**src/rtl/km_merge_pkg.sv**
```systemverilog
// Shared constants and state encoding for the Karatsuba multiply path.
// The partial-product multiplier and km_merge derive their widths from the same helpers.
package km_merge_pkg;

  typedef enum logic [1:0] {
    S_LO  = 2'd0,
    S_HI  = 2'd1,
    S_MID = 2'd2
  } km_state_e;

  localparam int unsigned KM_DW_DEFAULT = 32;

  function automatic int unsigned km_h(input int unsigned dw);
    return dw / 2;
  endfunction

  // mid = (aL+aH)*(bL+bH) needs two extra bits over a half-product pair
  function automatic int unsigned km_midw(input int unsigned dw);
    return dw + 2;
  endfunction

  function automatic int unsigned km_pw(input int unsigned dw);
    return 2 * dw;
  endfunction

endpackage

```
**src/rtl/km_pipe_reg.sv**
```systemverilog
// Single valid/ready register slice carrying data, tag and an error flag.
// Accepts a new entry whenever empty or when the current one leaves in the same cycle.
module km_pipe_reg #(
  parameter int unsigned DATA_W = 8,
  parameter int unsigned TAG_W  = 4
) (
  input  logic              clk,
  input  logic              rstn,
  input  logic              in_valid,
  output logic              in_ready,
  input  logic [DATA_W-1:0] in_data,
  input  logic [TAG_W-1:0]  in_tag,
  input  logic              in_err,
  output logic              out_valid,
  input  logic              out_ready,
  output logic [DATA_W-1:0] out_data,
  output logic [TAG_W-1:0]  out_tag,
  output logic              out_err
);

  logic              valid_q, valid_d;
  logic [DATA_W-1:0] data_q, data_d;
  logic [TAG_W-1:0]  tag_q, tag_d;
  logic              err_q, err_d;

  assign in_ready = !valid_q || out_ready;

  always_comb begin
    valid_d = valid_q;
    data_d  = data_q;
    tag_d   = tag_q;
    err_d   = err_q;
    if (in_valid && in_ready) begin
      valid_d = 1'b1;
      data_d  = in_data;
      tag_d   = in_tag;
      err_d   = in_err;
    end else if (out_ready) begin
      valid_d = 1'b0;
    end
  end

  always_ff @(posedge clk or negedge rstn) begin
    if (!rstn) begin
      valid_q <= 1'b0;
      data_q  <= '0;
      tag_q   <= '0;
      err_q   <= 1'b0;
    end else begin
      valid_q <= valid_d;
      data_q  <= data_d;
      tag_q   <= tag_d;
      err_q   <= err_d;
    end
  end

  assign out_valid = valid_q;
  assign out_data  = data_q;
  assign out_tag   = tag_q;
  assign out_err   = err_q;

endmodule

```
**src/rtl/km_merge.sv**
```systemverilog
// Karatsuba recombination: collects lo, hi, mid beats and forms hi*2^DW + (mid-lo-hi)*2^H + lo.
//   state | meaning
//   S_LO  | waiting for lo partial product
//   S_HI  | lo captured, waiting for hi
//   S_MID | lo/hi captured, mid loads stage 1 when it has room
module km_merge
  import km_merge_pkg::*;
#(
  parameter int unsigned DW = KM_DW_DEFAULT,
  parameter int unsigned TW = 4
) (
  input  logic            clk,
  input  logic            rstn,
  input  logic            in_valid,
  output logic            in_ready,
  input  logic [DW+1:0]   in_data,
  input  logic [TW-1:0]   in_tag,
  output logic            out_valid,
  input  logic            out_ready,
  output logic [2*DW-1:0] out_product,
  output logic [TW-1:0]   out_tag,
  output logic            out_err
);

  localparam int unsigned H    = km_h(DW);
  localparam int unsigned MIDW = km_midw(DW);
  localparam int unsigned PW   = km_pw(DW);
  localparam int unsigned S1W  = MIDW + 2 * DW;

  km_state_e       state_q, state_d;
  logic [DW-1:0]   lo_q, lo_d, hi_q, hi_d;
  logic            s1_load_ok, s2_load_ok;
  logic            s1_valid, s1_err, mid_valid;
  logic [S1W-1:0]  s1_data;
  logic [TW-1:0]   s1_tag;
  logic [MIDW:0]   diff;
  logic [MIDW-1:0] s1_corr;
  logic [DW-1:0]   s1_lo, s1_hi;
  logic [PW-1:0]   corr_ext, product;

  assign in_ready  = (state_q != S_MID) || s1_load_ok;
  assign mid_valid = in_valid && (state_q == S_MID);

  // One extra bit on top of MIDW: its value is the borrow-out of mid - lo - hi
  assign diff = {1'b0, in_data} - {3'b000, lo_q} - {3'b000, hi_q};

  always_comb begin
    state_d = state_q;
    lo_d    = lo_q;
    hi_d    = hi_q;
    if (in_valid && in_ready) begin
      case (state_q)
        S_LO: begin
          lo_d    = in_data[DW-1:0];
          state_d = S_HI;
        end
        S_HI: begin
          hi_d    = in_data[DW-1:0];
          state_d = S_MID;
        end
        S_MID:   state_d = S_LO;
        default: state_d = S_LO;
      endcase
    end
  end

  always_ff @(posedge clk or negedge rstn) begin
    if (!rstn) begin
      state_q <= S_LO;
      lo_q    <= '0;
      hi_q    <= '0;
    end else begin
      state_q <= state_d;
      lo_q    <= lo_d;
      hi_q    <= hi_d;
    end
  end

  km_pipe_reg #(.DATA_W(S1W), .TAG_W(TW)) u_s1 (
    .clk       (clk),
    .rstn      (rstn),
    .in_valid  (mid_valid),
    .in_ready  (s1_load_ok),
    .in_data   ({diff[MIDW-1:0], hi_q, lo_q}),
    .in_tag    (in_tag),
    .in_err    (diff[MIDW]),
    .out_valid (s1_valid),
    .out_ready (s2_load_ok),
    .out_data  (s1_data),
    .out_tag   (s1_tag),
    .out_err   (s1_err)
  );

  assign {s1_corr, s1_hi, s1_lo} = s1_data;
  assign corr_ext = {{(PW - MIDW){1'b0}}, s1_corr};
  assign product  = {s1_hi, s1_lo} + (corr_ext << H);

  km_pipe_reg #(.DATA_W(PW), .TAG_W(TW)) u_s2 (
    .clk       (clk),
    .rstn      (rstn),
    .in_valid  (s1_valid),
    .in_ready  (s2_load_ok),
    .in_data   (product),
    .in_tag    (s1_tag),
    .in_err    (s1_err),
    .out_valid (out_valid),
    .out_ready (out_ready),
    .out_data  (out_product),
    .out_tag   (out_tag),
    .out_err   (out_err)
  );

endmodule

```
**config.mk**
```make
export PLATFORM = sky130hd
export DESIGN_NAME = km_merge
export DESIGN_NICKNAME = d
export VERILOG_FILES = /design/src/rtl/km_merge_pkg.sv /design/src/rtl/km_pipe_reg.sv /design/src/rtl/km_merge.sv
export SDC_FILE = /design/constraint.sdc
export NUM_CORES = 1
export LEC_CHECK = 0
export CAP_MARGIN = 20
export CELL_PAD_IN_SITES_DETAIL_PLACEMENT = 1
export CELL_PAD_IN_SITES_GLOBAL_PLACEMENT = 1
export CORE_MARGIN = 5
export CORE_UTILIZATION = 23
export CTS_BUF_LIST = sky130_fd_sc_hd__clkbuf_4 sky130_fd_sc_hd__clkbuf_8
export CTS_CLUSTER_DIAMETER = 50
export DETAILED_ROUTE_END_ITERATION = 6
export GPL_ROUTABILITY_DRIVEN = 0
export HOLD_SLACK_MARGIN = 0.1
export PLACE_DENSITY_LB_ADDON = 0.1
export SYNTH_ARGS = -nofsm -noshare
export SYNTH_HDL_FRONTEND = slang
export SYNTH_SLANG_ARGS = --single-unit
```
**constraint.sdc**
```tcl
create_clock -name clk -period 4.2 [get_ports clk]
set_input_delay 1.26 -clock clk [delete_from_list [all_inputs] [get_ports clk]]
set_output_delay 1.26 -clock clk [all_outputs]
set_load 0.005 [all_outputs]
```
==> metrics, run 1 <==
post-synthesis cell count=1364; GR Util met1=19.35%; register area share after synthesis=between 40% and 50%; Chip Height=250.3 um; CTS tree=yes; iteration-0 DRC count of the detailed router=between 300 and 400; Syn Area/Cell=9.739 um^2; # rows=88; Setup TNS=0 ns; clk_lat worst skew=0.64 ns; status=finished, final reports clean; number of global-route vias before repair=about 11000; Net count, final=1727; Slowest-stage cell, CP=clkdlybuf4s50_1; layout cells sized above 1=17.79%; dpl ws=-0.8018 ns; CP cell instances=clkdlybuf4s50_1, fa_1, ha_1, a21o_1, a2111oi_2, buf_4, o21ai_1, nand4_1, nand4b_1, a41o_1, a221oi_2, buf_4, mux2i_1, o211ai_1; busiest grt layer=met2; Detailed Routing Iterations Pass 1=4; Antenna Nets Post-Route=0; Async SR Flop Fraction=100.0%; Worst setup SP type=input pin; most used cell, CP=buf_4; Top Family by Delay on Critical Path=compound AO/OA/AOI/OAI gates; Area growth, synth to finish=29.89%; Syn Nets=1508; FILL cells=6601; crit path max fanout=2; Core Box Area=57480 um^2; hold bufs inserted after CTS=0; Die X=250.3 um; initial antenna violation count=2; first-pass GRT wire length=67980 um; Reg clk slew, reported paths=0.05 ns; FMAX=0.2468 GHz; M3 GR Usage=2.523%; Total GRT Usage=13.71%; arrival time at the worst endpoint=4.54 ns; max_cap viols=0; Setup Viol. Count Final=0; commonest non-fill, non-tap cell in the layout=dfrtp_1; Worst slew margin=54.87%; Hold Vio Cnt, Final=0; number of CTS-inserted buffers=51; RSZ-0062 raised after global routing=true; Final Max Slew Viols=0; synthesis-stage register bit count=240; Synth Cell Area=approximately 13000 um^2; setup ws final=0.1489 ns; IO Port Bufs=~110; Worst Skew=0.02710 ns; fin crit period=about 4.1 ns; largest net degree at the start of global routing=~80; Buf/Inv on CP=3; DRC violations left=0; Avg WL per Cell=18.00 um; worst slew pin tran=0.6769 ns; Most used DFF post-synth=dfrtp_1; CP Capture Type=register; I/O pin count=113; post-DP HPWL=~34000 um; GRT Residual Overflow=0; H-tree levels=2; Hold Crit Class=reg -> reg; die area=62660 um^2; Vias/cell=4.349; vias=about 10000; crit share post-route=96.45%; Synth Warn #=0; Bufs on Longest Clock Path=3; EDFF count, synth=0; met2 GRT Util=between 20% and 30%; critical path class=in -> reg; Total Wirelength=42960 um; Root Buffer=clkbuf_8; initial cell density of the core=a little under a quarter; most frequent cells in the layout=dfrtp_1, nand2_1, o21ai_0; Num Clock Sinks=240; crit-path max cell delay=0.52 ns; worst hold margin=0.4677 ns; Netlist cell types=61; critical path required time=about 4.7 ns
-- cell type report --
cell class / count / area, um^2 / area share, %
Tap cell: 765 / 957.2 / 5.548
Clock buffer: 77 / 972.2 / 5.635
Multi-Input combinational cell: 978 / 6789 / 39.35
Timing Repair Buffer: 230 / 2096 / 12.15
Clock inverter: 12 / 118.9 / 0.6889
Inverter: 82 / 307.8 / 1.784
Antenna cell: 3 / 7.507 / 0.04351
Sequential cell: 240 / 6006 / 34.81
-- routing by layer --
layer	share of wire [%]	up-vias
met4	2.1	0
li1	-	5148
met1	50	5046
met3	3.1	60
met2	45	126
met5	0	-
-- repair_timing --
action	4_1_cts	5_1_grt
setup buffers	1	1
endpoints found under the setup margin	3	10
resized for setup	5	8
pin swaps	4	3
cloned	0	0
-- through the flow --
step,utilization [%],area (um^2),cells
finish,30.02,17250,2387
global route,30.02,17250,2386
CTS,29.94,17210,2383
detailed placement,28.00,16090,2293
global placement,28.00,16090,2293
floorplan,-,13280,1364
-- cell usage after synthesis, types with 8 or more instances --
library cell / number / area [um^2]
a21o_1: 40 / 300.3
o211ai_1: 8 / 60.06
nand2_1: 233 / 874.6
nand3_1: 19 / 95.09
nand4_1: 8 / 50.05
o21ai_0: 199 / 996.0
o21bai_1: 10 / 75.07
o21a_1: 9 / 67.56
xnor2_1: 39 / 341.6
inv_1: 82 / 307.8
fa_1: 33 / 660.6
nand2b_1: 10 / 62.56
dfrtp_1: 240 / 6006
a21oi_1: 67 / 335.3
clkbuf_1: 58 / 217.7
mux2_2: 58 / 653.1
o31ai_1: 10 / 75.07
nor2_1: 29 / 108.9
ha_1: 69 / 863.3
and3_1: 11 / 68.82
xor2_1: 34 / 297.8
nor2b_1: 11 / 68.82
a211oi_1: 8 / 60.06
-- cells by family after synthesis --
kind of cell / synth area share (%)
AO/OA/AOI/OAI: 17.96
XOR/XNOR: 4.813
adder cells (fa/ha/maj): 11.47
buffers and inverters: 4.144
flip-flops: 45.21
multiplexers: 5.067
AND/OR/NAND/NOR: 11.33
-- flip-flops by register name, indices dropped and copies added (netlist names) --
register	cells
u_s1.out_data	98
u_s2.out_data	64
hi_q	32
lo_q	32
u_s1.out_tag	4
u_s2.out_tag	4
state_q	2
u_s1.out_err	1
u_s1.out_valid	1
u_s2.out_err	1
u_s2.out_valid	1
-- worst register-to-register path, cell delays in order (launching register included) --
cell,delay [ns]
dfrtp_1,0.34
inv_1,0.08
fa_1,0.51
inv_1,0.05
ha_1,0.19
nor2_1,0.13
fa_2,0.23
nor2b_1,0.06
o21bai_1,0.21
a311o_1,0.27
a31o_4,0.19
nor2_1,0.06
a41o_1,0.27
a221oi_2,0.32
buf_4,0.17
mux2i_1,0.18
o211ai_1,0.10
-- path summary, 6_finish.rpt --
path                                        startpoint                       endpoint  slack [ns]  cells after the start
min                        u_s1.out_tag[3]$_DFFE_PN0P_    u_s1.out_tag[3]$_DFFE_PN0P_        0.47                      2
min reg2reg                u_s1.out_tag[3]$_DFFE_PN0P_    u_s1.out_tag[3]$_DFFE_PN0P_        0.47                      2
max                                        in_data[15]  u_s1.out_data[94]$_DFFE_PN0P_        0.15                     14
min in group asynchronous                         rstn           hi_q[20]$_DFFE_PN0P_        0.66                      1
max reg2reg                        hi_q[0]$_DFFE_PN0P_  u_s1.out_data[94]$_DFFE_PN0P_        0.71                     16
max in group asynchronous                         rstn    u_s1.out_tag[0]$_DFFE_PN0P_        2.62                      2
Power of run 1 is not shown: default switching activity piles up to over one toggle a cycle in this logic, so the estimate is an artifact.
==> inputs of run 2 (changes only) <==
--- a/config.mk
+++ b/config.mk
@@ -14,7 +14,7 @@
 export CTS_CLUSTER_DIAMETER = 50
 export DETAILED_ROUTE_END_ITERATION = 6
 export GPL_ROUTABILITY_DRIVEN = 0
-export HOLD_SLACK_MARGIN = 0.1
+export HOLD_SLACK_MARGIN = 0.06
 export PLACE_DENSITY_LB_ADDON = 0.1
 export SYNTH_ARGS = -nofsm -noshare
 export SYNTH_HDL_FRONTEND = slang
==> results of run 2 <==
Same layout as run 1: the final DEF is identical, and so are final timing and power.
Power of run 2 is left out for the same reason.
==> inputs of run 3 (changes only) <==
--- a/config.mk
+++ b/config.mk
@@ -8,10 +8,11 @@
 export CAP_MARGIN = 20
 export CELL_PAD_IN_SITES_DETAIL_PLACEMENT = 1
 export CELL_PAD_IN_SITES_GLOBAL_PLACEMENT = 1
-export CORE_MARGIN = 5
+export CORE_MARGIN = 2
 export CORE_UTILIZATION = 23
 export CTS_BUF_LIST = sky130_fd_sc_hd__clkbuf_4 sky130_fd_sc_hd__clkbuf_8
 export CTS_CLUSTER_DIAMETER = 50
+export CTS_CLUSTER_SIZE = 10
 export DETAILED_ROUTE_END_ITERATION = 6
 export GPL_ROUTABILITY_DRIVEN = 0
 export HOLD_SLACK_MARGIN = 0.06
==> run 3 against run 2 <==
Against the previous run:
- final cell count shrank 0.80%
- sequential share of layout area up 0.12 points
- global-route usage increased by 1.1 points
- clock skew rose by 0.022 ns
- routed wire length decreased by 0.36%
- count of clock-buffer cells in the layout is 30 lower
- critical endpoint unchanged
- cell area decreased by 0.34%
- core utilization barely moved
- setup slack lost 0.043 ns
- flip-flop and latch count did not move
==> metrics, run 3 (synthesis results as in run 1) <==
I/O pin count=113 (unchanged); status=finished, final reports clean (unchanged); RSZ-0062 raised after global routing=true (unchanged); Worst slew margin=53.48% (was 54.87%); initial antenna violation count=3 (was 2); worst hold margin=0.4733 ns (was 0.4677 ns); setup ws final=0.1056 ns (was 0.1489 ns); Core Box Area=57370 um^2 (was 57480 um^2); number of CTS-inserted buffers=40 (was 51); max_cap viols=0 (unchanged); Avg WL per Cell=18.08 um (was 18.00 um); Worst setup SP type=input pin (unchanged); Num Clock Sinks=240 (unchanged); footprint of the multi-input gates=6844 um^2 (was 6789 um^2); Net count, final=1717 (was 1727); Root Buffer=clkbuf_8 (unchanged); Reg clk slew, reported paths=0.07 ns (was 0.05 ns); Detailed Routing Iterations Pass 1=4 (unchanged); number of global-route vias before repair=11230 (was 11260); clk_lat worst skew=0.62 ns (was 0.64 ns); initial cell density of the core=23.16% (was 23.11%); utilization after layout=29.98% (was 30.02%); postcts setup bufs=0 (was 1); layout cells sized above 1=17.24% (was 17.79%); crit share post-route=97.48% (was 96.45%); Chip Height=244.3 um (was 250.3 um); IO Port Bufs=112 (unchanged); Slowest-stage cell, CP=clkdlybuf4s50_1 (unchanged); FILL cells=6486 (was 6601); largest net degree at the start of global routing=76 (was 78); FMAX=0.2442 GHz (was 0.2468 GHz); Hold Crit Class=reg -> reg (unchanged); Area growth, synth to finish=29.44% (was 29.89%); Reg2Reg Depth=10 (was 16); R2R Path Start=u_s1.out_data[68]$_DFFE_PN0P_ (was hi_q[0]$_DFFE_PN0P_); hold endpoint=u_s1.out_data[1]$_DFFE_PN0P_ (was u_s1.out_tag[3]$_DFFE_PN0P_); arrival time at the worst endpoint=4.53 ns (was 4.54 ns); Die X=244.3 um (was 250.3 um); placement-stage cell area=16140 um^2 (was 16090 um^2); CP cell instances=clkdlybuf4s50_1, fa_1, ha_1, a21o_1, a2111oi_4, buf_4, o21ai_1, nand4_1, nand4b_1, a41o_1, a221oi_4, buf_4, mux2i_1, o211ai_1 (was clkdlybuf4s50_1, fa_1, ha_1, a21o_1, a2111oi_2, buf_4, o21ai_1, nand4_1, nand4b_1, a41o_1, a221oi_2, buf_4, mux2i_1, o211ai_1); crit path max fanout=2 (unchanged); max reg flops=98 (unchanged); CTS tree=yes (unchanged); die area=59690 um^2 (was 62660 um^2); Seq. cell area=6006 um^2 (unchanged); post-DP HPWL=33530 um (was 33600 um); Bufs on Longest Clock Path=3 (unchanged); DRC violations left=0 (unchanged); H-tree levels=2 (unchanged); reg-to-reg slack, setup=0.67 ns (was 0.71 ns); hold path start=u_s1.out_data[1]$_DFFE_PN0P_ (was u_s1.out_tag[3]$_DFFE_PN0P_); hold depth=2 (unchanged); Total GRT Usage=14.78% (was 13.71%); Hold Vio Cnt, Final=0 (unchanged); Worst Skew=0.04929 ns (was 0.02710 ns); r2r endpoint=u_s2.out_data[43]$_DFFE_PN0P_ (was u_s1.out_data[94]$_DFFE_PN0P_); GRT Residual Overflow=0 (unchanged); most frequent cells in the layout=dfrtp_1, nand2_1, o21ai_0 (unchanged); # rows=88 (unchanged); dpl ws=-0.8402 ns (was -0.8018 ns); critical path required time=4.63 ns (was 4.69 ns); most used cell, CP=buf_4 (unchanged); fin crit period=4.094 ns (was 4.051 ns); worst slew pin tran=0.6979 ns (was 0.6769 ns); first-pass GRT wire length=68030 um (was 67980 um); Vias/cell=4.391 (was 4.349); CP Capture Type=register (unchanged); crit-path max cell delay=0.50 ns (was 0.52 ns); vias=10400 (was 10380); hold bufs inserted after CTS=0 (unchanged); Antenna Nets Post-Route=0 (unchanged); iteration-0 DRC count of the detailed router=419 (was 371); commonest non-fill, non-tap cell in the layout=dfrtp_1 (unchanged); critical path class=in -> reg (unchanged); Final Max Slew Viols=0 (unchanged); post-route cell area=17200 um^2 (was 17250 um^2); Total Wirelength=42800 um (was 42960 um); Setup Viol. Count Final=0 (unchanged)
run 3: changes by cell type in the layout (fill, tap and decap cells not counted), moves of 2 or more:
cell / delta
clkbuf_8: -20
clkbuf_4: -10
bufinv_16: +6
inv_6: +3
a21oi_1: -2
buf_12: +2
clkinv_2: +2
dlymetal6s2s_1: +2
run 3: timing repair:
action,in CTS,in global routing
hold endpoints to repair,0,0
gates resized for setup,8,15
endpoints found under the setup margin,7,12
cloned,0,0
pin swaps,2,7
run 3: worst max-delay path, delay by kind of cell:
kind / cells / cell delay [ns]
buffers and inverters: 3 / 0.82
multiplexers: 1 / 0.17
adder cells (fa/ha/maj): 2 / 0.76
AO/OA/AOI/OAI: 6 / 1.30
AND/OR/NAND/NOR: 2 / 0.21
run 3: how the worst max path moves through the flow:
stage | from | endpoint | slack, ns | depth (start not counted)
after detailed placement | in_data[17] | u_s1.out_data[94]$_DFFE_PN0P_ | -0.84 | 14
after global placement | in_data[17] | u_s1.out_data[94]$_DFFE_PN0P_ | -0.78 | 14
after global routing | in_data[15] | u_s1.out_data[94]$_DFFE_PN0P_ | -0.04 | 14
after CTS | in_data[0] | u_s1.out_data[94]$_DFFE_PN0P_ | -0.06 | 16
after floorplan | in_data[0] | u_s1.out_data[92]$_DFFE_PN0P_ | 0.11 | 12
final | in_data[15] | u_s1.out_data[94]$_DFFE_PN0P_ | 0.11 | 14
run 3: final cells by class:
cell class | instances | share of cell area [%]
clock inverters | 23 | 1.855
well taps | 765 | 5.566
multi-input cells | 978 | 39.80
diodes | 2 | 0.02911
clock buffers | 47 | 3.616
flip-flops and latches | 240 | 34.93
inverters | 82 | 1.790
repair buffers | 231 | 12.41
run 3: through the flow:
stage	TNS, ns	cells
4_1_cts	-0.06449	2366
5_1_grt	-0.06378	2368
3_5_place_dp	-12.21	2296
2_1_floorplan	0	1364
6_report	0	2368
3_3_place_gp	-11.00	2296
run 3: layer usage:
metal | vias to the layer above | GRT usage [%] | part of all wire [%]
met2 | 110 | 23.10 | 45
met1 | 5102 | 20.98 | 50
met5 | - | 0 | 0
met4 | 0 | 3.784 | 2.0
met3 | 56 | 2.667 | 3.2
li1 | 5131 | - | -
Power of run 3 is left out for the same reason.
